--- config.mk ---
export PLATFORM = sky130hd
export DESIGN_NAME = door_timer_ctrl
export DESIGN_NICKNAME = d
export VERILOG_FILES = /design/src/rtl/door_timer_ctrl.sv
export SDC_FILE = /design/constraint.sdc
export NUM_CORES = 1
export LEC_CHECK = 0
export BUFFER_PORTS_ARGS = -buffer_cell sky130_fd_sc_hd__buf_2
export CORE_MARGIN = 1.5
export CORE_UTILIZATION = 48
export DETAILED_ROUTE_END_ITERATION = 8
export HOLD_SLACK_MARGIN = 0.12
export PLACE_DENSITY = 0.75
export SLEW_MARGIN = 10
export SYNTH_ARGS = -nofsm -noshare
export SYNTH_HDL_FRONTEND = slang
export SYNTH_SLANG_ARGS = --single-unit
--- constraint.sdc ---
create_clock -name clk -period 1.8 [get_ports clk]
set_input_delay 0.09 -clock clk [delete_from_list [all_inputs] [get_ports clk]]
set_output_delay 0.09 -clock clk [all_outputs]
set_load 0.02 [all_outputs]
--- src/rtl/door_timer_ctrl.sv ---
// Door interval timer: clears the external seconds counter, then times a latched
// interval. Optional clear-handshake watchdog enabled by DOOR_TIMER_WATCHDOG_EN.
module door_timer_ctrl #(
  parameter int unsigned ACK_WAIT = 8
) (
  input  logic       clk,
  input  logic       reseta,
  input  logic       start,
  input  logic [3:0] duration,
  input  logic       abort,
  input  logic [3:0] timeout,
  input  logic       DoneResetClock,
  output logic       clk_reset,
  output logic       busy,
  output logic       expired,
  output logic [3:0] elapsed,
  output logic       fault
);

  localparam int unsigned CNT_W = 4;
  localparam int unsigned WD_W  = 8;

  typedef enum logic [2:0] {
    S_IDLE  = 3'd0,
    S_CLR   = 3'd1,
    S_RUN   = 3'd2,
    S_DONE  = 3'd3
`ifdef DOOR_TIMER_WATCHDOG_EN
    , S_FAULT = 3'd4
`endif
  } state_t;

  state_t           state_q, state_d;
  logic [CNT_W-1:0] dur_q, dur_d;
  logic [CNT_W-1:0] elapsed_d;
  logic             clk_reset_d, busy_d, expired_d;

`ifdef DOOR_TIMER_WATCHDOG_EN
  logic [WD_W-1:0]  wd_cnt_q, wd_cnt_d;
  logic             fault_d;
`else
  logic             unused_ack_wait;
  assign unused_ack_wait = |WD_W'(ACK_WAIT);
`endif

  // State and registered outputs
  always_ff @(posedge clk or negedge reseta) begin
    if (!reseta) begin
      state_q   <= S_IDLE;
      dur_q     <= '0;
      clk_reset <= 1'b0;
      busy      <= 1'b0;
      expired   <= 1'b0;
      elapsed   <= '0;
`ifdef DOOR_TIMER_WATCHDOG_EN
      wd_cnt_q  <= '0;
      fault     <= 1'b0;
`endif
    end else begin
      state_q   <= state_d;
      dur_q     <= dur_d;
      clk_reset <= clk_reset_d;
      busy      <= busy_d;
      expired   <= expired_d;
      elapsed   <= elapsed_d;
`ifdef DOOR_TIMER_WATCHDOG_EN
      wd_cnt_q  <= wd_cnt_d;
      fault     <= fault_d;
`endif
    end
  end

  // Next state; outputs derive from the state being entered so they land with it
  always_comb begin
    state_d   = state_q;
    dur_d     = dur_q;
    elapsed_d = elapsed;
    expired_d = 1'b0;

    if (abort) begin
      state_d = S_IDLE;
    end else begin
      case (state_q)
        S_IDLE: begin
          if (start) begin
            state_d   = S_CLR;
            dur_d     = duration;
            elapsed_d = '0;
          end
        end
        S_CLR: begin
          elapsed_d = '0;
          if (DoneResetClock) begin
            state_d = S_RUN;
          end
`ifdef DOOR_TIMER_WATCHDOG_EN
          else if (wd_cnt_q == WD_W'(ACK_WAIT - 1)) begin
            state_d = S_FAULT;
          end
`endif
        end
        S_RUN: begin
          elapsed_d = timeout;
          if (timeout >= dur_q) begin
            state_d   = S_DONE;
            expired_d = 1'b1;
          end
        end
        S_DONE: begin
          state_d = S_IDLE;
        end
`ifdef DOOR_TIMER_WATCHDOG_EN
        S_FAULT: begin
          state_d = S_FAULT;
        end
`endif
        default: begin
          state_d = S_IDLE;
        end
      endcase
    end

    clk_reset_d = (state_d == S_CLR);
    busy_d      = (state_d == S_CLR) || (state_d == S_RUN) || (state_d == S_DONE);
  end

`ifdef DOOR_TIMER_WATCHDOG_EN
  // Cycles spent in CLR without acknowledgement; restarts on any CLR exit
  always_comb begin
    wd_cnt_d = '0;
    fault_d  = (state_d == S_FAULT);
    if ((state_q == S_CLR) && (state_d == S_CLR)) begin
      wd_cnt_d = wd_cnt_q + WD_W'(1);
    end
  end
`else
  assign fault = 1'b0;
`endif

endmodule

# ---- Yosys cells after proc, flatten, opt, wreduce, memory -nomap -nowiden
# Index checks and enable logic that the tools add are counted.
dict set report word_totals {
  out_inout_bits 8
  wordCells 30
  regBits 14
  in_bits 13
}
dict set report classes {
  muxes 10
  bitwise_logic 1
  n_lt_le_gt_ge 1
  n_eq_ne 6
  reduce_logical 6
}
# operator count
set op_table {}
lappend op_table {{2-to-1 mux 3 bit} 4}
lappend op_table {{case mux 4 bit (3 select lines)} 1}
lappend op_table {{== test 3 x 2 -> 1 bit (second input constant)} 3}
lappend op_table {{case mux 3 bit (3 select lines)} 1}
lappend op_table {{== test 3 x 1 -> 1 bit (second input constant)} 2}
lappend op_table {{AND reduction 3 bit} 2}
lappend op_table {{>= comparator 4 bit} 1}
lappend op_table {{2-to-1 mux 4 bit} 1}
lappend op_table {{zero test 3 bit} 1}
lappend op_table {{2-to-1 mux 1 bit} 3}
lappend op_table {{nonzero test 3 bit} 1}
lappend op_table {{logical OR 1 bit} 2}
lappend op_table {{!= test 2 bit (second input constant)} 1}
lappend op_table {{NOT 1 bit} 1}

# ---- Longest topological paths before layout
# Gate-level depths: netlist of run 1.
dict set report depth {
  depth_word 7
  depth_mapped 6
  ltp_nobuf 6
}

# ---- Worst setup path before layout of run 1
# Ideal clock, no wire load.
dict set report synth_path {
  path_kind {reg2reg}
  from {register dur_q[2]}
  to {register state_q[0]}
  n_path_buf 0
  slack_ps 427
  arrival_ps 1249
  required_time_ps 1676
  path_stages_with_launch 7
  setup_time_ps 124
  period_less_slack_ps 1373
  path_cell_list {dfrtp_1 -> inv_1 -> ha_1 -> and3_1 -> o21ai_0 -> a311oi_1 -> or2_1}
}
dict set report synth_between {
  elab_chain_len 4
}
# element line_no
set synth_lines {}
lappend synth_lines {{from (decl)} 34} ;# logic [CNT_W-1:0] dur_q, dur_d;
lappend synth_lines {{from (signal assigned)} 61} ;# dur_q <= dur_d;
lappend synth_lines {{>= comparator 4 bit} 104} ;# if (timeout >= dur_q) begin
lappend synth_lines {{2-to-1 mux 3 bit} 104}
lappend synth_lines {{case mux 3 bit (3 select lines)} 83} ;# case (state_q)
lappend synth_lines {{2-to-1 mux 3 bit} 80} ;# if (abort) begin
lappend synth_lines {{named net state_d[0]} 33} ;# state_t state_q, state_d;
lappend synth_lines {{to (signal assigned)} 60} ;# state_q <= state_d;
lappend synth_lines {{to (decl)} 33}
# The timed path passes the listed nets, and every way through them passes these cells.
# A chain may end at the register's enable or synchronous reset.

# ---- Final worst setup path of run 1
dict set report layout_path {
  from {input port timeout[2]}
  to {register state_q[0]}
}
dict set report layout_between {
  elab_chain_len 4
}
# element line_no
set layout_lines {}
lappend layout_lines {{from (decl)} 11} ;# input logic [3:0] timeout,
lappend layout_lines {{>= comparator 4 bit} 104}
lappend layout_lines {{2-to-1 mux 3 bit} 104}
lappend layout_lines {{case mux 3 bit (3 select lines)} 83}
lappend layout_lines {{2-to-1 mux 3 bit} 80}
lappend layout_lines {{named net state_d[0]} 33}
# The timed path passes the listed nets, and every way through them passes these cells.

==> results of run 1 <==
-- logic make-up (layout without fill, tap and decap cells) --
kind of cell / after synthesis / in the layout / synth area share, %
AOI/OAI and AO/OA: 10 / 10 / 10.7
buffers and inverters: 11 / 41 / 7.65
and+or+nand+nor: 16 / 16 / 14.0
other: 1 / 2 / 0.546
adders and majority gates: 4 / 4 / 7.29
muxes: 4 / 4 / 8.74
DFF: 14 / 14 / 51.0
-- power by group --
group / internal [W] / total (W) / switching [W] / leakage, nW
Combinational: 0.0000808 / 0.000140 / 0.0000590 / 0.275
Sequential: 0.000340 / 0.000356 / 0.0000162 / 0.183
Clock: 0.0000774 / 0.000166 / 0.0000882 / 0.0138
Total: 0.000498 / 0.000661 / 0.000163 / 0.472
-- layout by cell type (no fill, tap or decap), drive strengths merged, types with 2 or more instances in the layout --
cell	instances
nand2b	3
clkbuf	3
nand3	4
inv	9
a211oi	2
o21ai	5
dfrtp	14
dlygate4sd3	10
conb	2
ha	4
mux2	4
buf	19
or2	2
nor3	2
-- Yosys cell counts --
library cell,number,share of area (%)
conb_1,1,0.55
nor3_1,1,0.73
buf_6,1,1.6
nand2_2,1,0.91
a21oi_1,1,0.73
mux2_4,4,8.7
nor2b_1,1,0.91
inv_1,9,4.9
buf_4,1,1.1
or2_1,2,1.8
nor3_2,1,1.5
dfrtp_1,14,51
and3_1,1,0.91
a211oi_4,1,2.9
o211ai_1,1,1.1
a211oi_1,1,1.1
nand2b_1,3,2.7
a311oi_1,1,1.3
o21ai_0,5,3.6
nor2_1,1,0.55
ha_1,4,7.3
nand3b_1,1,1.1
nand3_1,4,2.9
-- state kept, by name (all words and copies together), names as in the netlist --
| name | cells |
|---|---|
| busy | 1 |
| expired | 1 |
| dur_q | 4 |
| clk_reset | 1 |
| elapsed | 4 |
| state_q | 3 |
-- path summary, 6_finish.rpt --
path | to | from | slack, ps | cells after the start
min in group asynchronous | dur_q[1] | reseta | 230 | 2
max in group asynchronous | expired | reseta | 1350 | 2
hold / removal | clk_reset | start | 120 | 3
setup / recovery | state_q[0] | timeout[2] | 210 | 7
hold reg to reg | dur_q[2] | dur_q[2] | 520 | 1
setup reg to reg | state_q[0] | dur_q[2] | 330 | 6
-- area by class of cell --
type                            count  area (um2)
Fill cell                         100         409
Sequential cell                    14         350
Multi-Input combinational cell     36         288
Inverter                            9        33.8
Tap cell                           15        18.8
Timing Repair Buffer               29         195
Clock buffer                        3        22.5
-- worst min-delay path, cell delays in order --
cell	delay (ps)
buf_2	120
nand2b_1	60
a211oi_1	80
-- per-stage QoR --
step	instances	cell area, um2	power, W
global route	106	908	0.000707
detailed placement	93	786	0.000486
floorplan	61	691	0.000449
global placement	93	786	0.000481
finish	106	908	0.000661
CTS	106	908	0.000668
-- metal layers --
| layer | routed length [um] | vias to the layer above | share of wire, % | track usage, % |
|---|---|---|---|---|
| met5 | 0 | - | 0 | 0 |
| met3 | 70 | 4 | 6.0 | 7.07 |
| li1 | - | 261 | - | - |
| met2 | 547 | 16 | 47 | 31.3 |
| met4 | 24 | 0 | 2.0 | 10.0 |
| met1 | 531 | 232 | 45 | 20.9 |
==> results.json, run 1 <==
{
  "slew_viol_final": 0,
  "place_ws_ps": 336,
  "peakVddDrop_mv": 0.445,
  "setup_violations": 0,
  "synth_area_um2": 687,
  "timing.setup.tns_ps": 0,
  "clk_pin_slew_ps": 70,
  "cts_root_buffer": "clkbuf_4",
  "crit_fanout": 2,
  "max_freq_mhz": 627,
  "min_path_type": "in -> reg",
  "avgSynthCellArea_um2": 11.4,
  "post-route-period-util_pct": 88.6,
  "fin_crit_ps": 1590,
  "hold_viol": 0,
  "core_area_um2": 1320,
  "synthDistinctLibCells": 23,
  "routed_wl_mm": 1.17,
  "first_global_vias": 493,
  "routedWlPerCell_um": 11.1,
  "rsz0062_at_grt": "false",
  "crit_family": "buffers and inverters",
  "post-route-util_pct": 68.9,
  "slowest_stage": "dlygate4sd3_1",
  "endpoint_kind": "register",
  "path_buf_inv": 2,
  "drtAntennaViolNets": 0,
  "slowest_delay_ps": 530,
  "nets": 110,
  "post_cts_resized": 0,
  "grt_pass1_wl_mm": 1.95,
  "drt_iter0_drc": 1,
  "ios": 21,
  "die_area_um2": 1670,
  "setup.worst_path.start_class": "input port",
  "crit_required_ps": 1960,
  "firstDrtPassIters": 2,
  "fin_skew_ps": 1.29,
  "die_y_um": 40.8,
  "ys_warn_count": 0,
  "cts_hold_buffers": 10,
  "outcome": "completed",
  "grt_max_degree": 15,
  "gp_congestion": 0.810,
  "max-cap-violations": 0,
  "worst_hold_slack_ps": 121,
  "portBuffers": 19,
  "leakage_nw": 0.472,
  "drive_gt1_share_pct": 31.9,
  "cts_setup_buffers": 0,
  "htree_levels": 1,
  "clock-sinks": 14,
  "cp.arrival_ps": 1760,
  "synth-seq-cells": 14,
  "power_density_nw_per_um2": 728,
  "cts_tree": "yes",
  "grt_usage_pct": 18.9,
  "num_antenna_cells": 0,
  "grt_antenna_before_repair": 0,
  "syn_to_final_growth_pct": 32.2,
  "cts.path.max_buffers": 2,
  "critical_path_class": "in -> reg",
  "drcViolationCount": 0,
  "dp_hpwl_um": 865,
  "die_w_um": 40.8,
  "vias": 513,
  "start_util_pct": 52.1,
  "ys_seq_area_share_pct": 51.0,
  "rows": 13,
  "cts_buffers": 3,
  "crit_path_cell_trace": "dlygate4sd3_1 -> buf_2 -> ha_1 -> and3_1 -> o21ai_0 -> a311oi_1 -> or2_1",
  "grt-ovfl-total": 0,
  "clock_latency_ps": 270,
  "setup_ws_ps": 206,
  "synthCells": 60,
  "viasPerCell": 4.84
}
(Power assumes the default switching activity.)
==> inputs of run 2 (changes only) <==
Settings changed: RECOVER_POWER from default to 25.
==> run 2 against run 1 <==
Die area is the same. Count of clock-buffer cells in the layout is the same. Clock skew is the same. Global-route usage is the same. Non-clock buffer count is the same. Clock power is essentially flat. Maximum frequency is the same. Register-to-register slack is essentially flat. Via count is the same. Cell area shrank 0.14%.
==> results.json, run 2 (synthesis gave the netlist of run 1 again) <==
{
  "outcome": "completed",
  "first_global_vias": 493,
  "grt_max_degree": 15,
  "grt-ovfl-total": 0,
  "crit_fanout": 2,
  "drt_iter0_drc": 1,
  "regToRegSetupSlack_ps": 330,
  "drcViolationCount": 0,
  "finish.instance_area_um2": 907,
  "drtAntennaViolNets": 0,
  "cts_root_buffer": "clkbuf_4",
  "fin_skew_ps": 1.29,
  "max-cap-violations": 0,
  "cts.path.max_buffers": 2,
  "timing.setup.tns_ps": 0,
  "grt_pass1_wl_mm": 1.95,
  "fillers": 101,
  "post-route-util_pct": 68.9,
  "dp_hpwl_um": 865,
  "grt_antenna_before_repair": 0,
  "min_path_type": "in -> reg",
  "setup_violations": 0,
  "viasPerCell": 4.84,
  "peakVddDrop_mv": 0.445,
  "multiInputGateArea_um2": 288,
  "critical_path_class": "in -> reg",
  "endpoint_kind": "register",
  "post-route-period-util_pct": 88.6,
  "rsz0062_at_grt": "false",
  "place_ws_ps": 336,
  "rr_endpoint": "state_q[0]",
  "mostFrequentLayoutCells": "buf_2 (18), dfrtp_1 (14), dlygate4sd3_1 (10)",
  "gp_congestion": 0.810,
  "r2r_cells": 6,
  "die_y_um": 40.8,
  "stdcell_count": 106,
  "drive_gt1_share_pct": 30.8,
  "nets": 110,
  "clk_pin_slew_ps": 70,
  "rows": 13,
  "whs_endpoint": "clk_reset",
  "slowest_stage": "dlygate4sd3_1",
  "swShare_pct": 24.7,
  "crit_required_ps": 1960,
  "routed_wl_mm": 1.17,
  "cts_setup_buffers": 0,
  "core_area_um2": 1320,
  "crit_path_cell_trace": "dlygate4sd3_1 -> buf_2 -> ha_1 -> and3_1 -> o21ai_0 -> a311oi_1 -> or2_1",
  "p_int_w": 0.000497,
  "pwr-share-comb_pct": 21.1,
  "post_cts_resized": 0,
  "fin_crit_ps": 1590,
  "cts_hold_buffers": 10,
  "num_antenna_cells": 0,
  "seq_power_share_pct": 53.8,
  "reg_top3": "dur_q x4, elapsed x4, state_q x3",
  "path_buf_inv": 2,
  "cp.arrival_ps": 1760,
  "crit_family": "buffers and inverters",
  "power_density_nw_per_um2": 729,
  "grt_usage_pct": 18.9,
  "die_w_um": 40.8,
  "layout_commonest_cell": "buf_2",
  "setup.worst_path.start_class": "input port",
  "hold_path_depth": 3,
  "max_freq_mhz": 627,
  "clock_latency_ps": 270,
  "cts_buffers": 3,
  "portBuffers": 19,
  "ios": 21,
  "slew_viol_final": 0,
  "register_area_um2": 350,
  "cts_tree": "yes",
  "worst_slew_pin_slew_ps": 709,
  "routedWlPerCell_um": 11.1,
  "place_area_um2": 786,
  "slowest_delay_ps": 530,
  "start_util_pct": 52.1,
  "setup_ws_ps": 206,
  "dp_cells": 93,
  "firstDrtPassIters": 2,
  "clock-sinks": 14,
  "power.switching_w": 0.000163,
  "vias": 513,
  "slew_headroom_pct": 52.7,
  "leakage_nw": 0.469,
  "die_area_um2": 1670,
  "r2r_start": "dur_q[2]",
  "syn_to_final_growth_pct": 32.1,
  "p_clk_share_pct": 25.1,
  "hold_viol": 0,
  "hold_path_startpoint": "start",
  "htree_levels": 1
}
==> run 2: cell count changes in the layout (fill, tap and decap cells not counted), sizes merged <==
cell / before / now
buf: 19 / 18
clkbuf: 3 / 4
==> run 2: worst max path at each step <==
stage,end,cells after the start,start
after floorplan,state_q[0],6,dur_q[2]
after global placement,state_q[0],6,dur_q[2]
after detailed placement,state_q[0],6,dur_q[2]
after CTS,state_q[0],7,timeout[2]
after global routing,state_q[0],7,timeout[2]
final,state_q[0],7,timeout[2]
==> run 2: final cells by class <==
type                       instances  share of cell area [%]
clock buffer                       3                    2.48
inverter                           9                    3.72
multi-input combinational         36                    31.7
sequential                        14                    38.6
tap                               15                    2.07
timing repair buffer              29                    21.4
==> run 2: power groups by stage <==
stage	registers (W)	logic [W]	clock network, W
after floorplan	0.000362	0.0000873	0
after global placement	0.000360	0.000121	0
after detailed placement	0.000362	0.000124	0
after CTS	0.000356	0.000141	0.000171
after global routing	0.000359	0.000160	0.000187
final	0.000356	0.000140	0.000166
==> run 2: metrics by stage <==
step / hold WS, ps / total power (W)
6_report: 121 / 0.000661
5_1_grt: 135 / 0.000707
4_1_cts: 121 / 0.000668
3_5_place_dp: -6.08 / 0.000486
3_3_place_gp: -8.44 / 0.000481
2_1_floorplan: -206 / 0.000449
==> run 2: worst register-to-register path: stages (launching register included) <==
cell      delay, ps
dfrtp_1         350
inv_1            40
ha_1            280
and3_1          180
o21ai_0         150
a311oi_1        130
or2_1           230
==> run 2: routing by layer <==
layer  vias to the layer above  routed length (um)  global-route usage, %
met4                         0                  24                   10.0
met1                       232                 531                   20.9
met5                         -                   0                      0
met3                         4                  70                   7.07
met2                        16                 547                   31.3
li1                        261                   -                      -
==> inputs of run 3 (changes only) <==
Settings changed: CORE_UTILIZATION 48 to 43, PLACE_DENSITY 0.75 to 0.71.
Clock period 1.8 ns to 1.28 ns, I/O delays scaled along.
==> run 3 against run 2 <==
The flow now finishes with violations (negative setup slack). Die area is 11% higher. Register-to-register slack worse by 560 ps. Cell area is 20% higher. Utilization is 3.4 points higher. Via count is 12% higher. Clock skew is 1.7 ps higher. Combinational power grew to 2.6 times the previous value. Sequential power is 42% higher. Final cell count is 12% higher. Sequential share of layout area is 6.2 points lower.
==> results.json, run 3 (synthesis gave the netlist of run 1 again) <==
{
  "outcome": "complete, but fails checks",
  "violations": "negative setup slack",
  "portBuffers": 19,
  "max-cap-violations": 0,
  "die_area_um2": 1850,
  "core_area_um2": 1510,
  "slew_headroom_pct": 52.1,
  "critical_path_class": "reg -> reg",
  "whs_endpoint": "state_q[1]",
  "maxUsedRoutingLayer": "met4",
  "met1_length_um": 586,
  "regToRegSetupSlack_ps": -230,
  "viasPerCell": 4.82,
  "mostFrequentLayoutCells": "buf_2 (18), dfrtp_1 (12), dlygate4sd3_1 (11)",
  "drive_gt1_share_pct": 50.5,
  "hold_path_depth": 3,
  "ios": 21,
  "setup.worst_path.start_class": "register",
  "power_density_nw_per_um2": 1090,
  "clock_latency_ps": 280,
  "fin_skew_ps": 3.02,
  "die_w_um": 43.0,
  "dp_cells": 100,
  "dp_hpwl_um": 868,
  "place_area_um2": 832,
  "grt_pass1_wl_mm": 2.22,
  "grt_max_degree": 15,
  "multiInputGateArea_um2": 363,
  "cts_root_buffer": "clkbuf_4",
  "grt_antenna_before_repair": 0,
  "max_freq_mhz": 663,
  "r2r_cells": 6,
  "firstDrtPassIters": 4,
  "routed_wl_mm": 1.52,
  "crit_required_ps": 1450,
  "fin_crit_ps": 1510,
  "wl_met3_um": 78,
  "register_area_um2": 353,
  "cts_tree": "yes",
  "endpoint_kind": "register",
  "hold_path_startpoint": "abort",
  "start_util_pct": 45.6,
  "stdcell_count": 119,
  "grt_usage_pct": 16.9,
  "peakVddDrop_mv": 0.631,
  "cts.path.max_buffers": 2,
  "crit_fanout": 2,
  "post-route-period-util_pct": 118,
  "rr_endpoint": "state_q[0]",
  "drcViolationCount": 0,
  "num_antenna_cells": 0,
  "cts_hold_buffers": 11,
  "vias": 574,
  "routedWlPerCell_um": 12.7,
  "finish.instance_area_um2": 1090,
  "worst_slew_pin_slew_ps": 719,
  "cp.arrival_ps": 1670,
  "hold_viol": 0,
  "leakage_nw": 0.531,
  "rows": 14,
  "drt_iter0_drc": 17,
  "reg_top3": "dur_q x4, elapsed x4, state_q x3",
  "rsz0062_at_grt": "true",
  "wl_met2_um": 825,
  "syn_to_final_growth_pct": 58.5,
  "clk_pin_slew_ps": 90,
  "htree_levels": 1,
  "nets": 121,
  "fillers": 104,
  "setup_violations": 6,
  "clock-sinks": 14,
  "slew_viol_final": 0,
  "drtAntennaViolNets": 0,
  "cts_buffers": 3,
  "r2r_start": "dur_q[1]",
  "worst_hold_slack_ps": 111,
  "die_y_um": 43.0,
  "first_global_vias": 538,
  "gp_congestion": 0.657,
  "grt-ovfl-total": 0,
  "layout_commonest_cell": "buf_2",
  "setup_ws_ps": -229,
  "min_path_type": "in -> reg"
}
run 3: cell count changes in the layout (fill, tap and decap cells not counted), sizes merged:
cell and change:
clkbuf +1, dlygate4sd3 +1, buf +10
run 3: worst max path at each step:
stage	startpoint	cells past startpoint	slack [ps]	endpoint
floorplan	state_q[2]	5	-60	dur_q[0]
global placement	dur_q[1]	6	-120	state_q[0]
detailed placement	dur_q[2]	6	-160	state_q[0]
CTS	state_q[2]	4	-150	dur_q[2]
global route	dur_q[1]	6	-260	state_q[0]
finish	dur_q[1]	6	-230	state_q[0]
run 3: timing repair:
action,CTS,global route
cloned,0,0
pin swaps,6,5
gates resized for setup,6,11
endpoints found under the hold margin,24,1
endpoints found under the setup margin,10,10
buffers inserted,3,1
run 3: layout make-up:
class / count / area share (%)
repair buffers: 40 / 26.0
inverters: 9 / 3.10
well taps: 16 / 1.84
flip-flops and latches: 14 / 32.4
multi-input cells: 36 / 33.3
clock buffers: 4 / 3.33
run 3: where the power goes:
| group | total [W] | switching (W) | internal (W) | leakage [nW] |
|---|---|---|---|---|
| registers | 0.000504 | 0.0000257 | 0.000478 | 0.180 |
| clock network | 0.000319 | 0.000146 | 0.000173 | 0.0210 |
| logic | 0.000362 | 0.000137 | 0.000224 | 0.330 |
run 3: per-layer routing:
metal  vias up  track usage, %
met1       265            17.4
met5         -               0
li1        284               -
met4         0            9.09
met3         4            2.98
met2        21            31.8
run 3: critical path, cell delays in order (launching register included):
cell      delay, ps
dfrtp_1         390
inv_2            70
ha_4            190
nor2b_4         120
o211ai_1        230
a311oi_2        140
or2_1           250
run 3: metrics by stage:
step                TNS [ps]  utilization (%)  power (W)  worst slack (ps)
global route            -771             72.3    0.00125              -260
CTS                     -778             68.4    0.00111              -153
global placement        -480             55.2   0.000723              -124
finish                  -503             72.3    0.00118              -229
floorplan               -297                -   0.000633             -59.4
detailed placement      -913             55.2   0.000731              -162
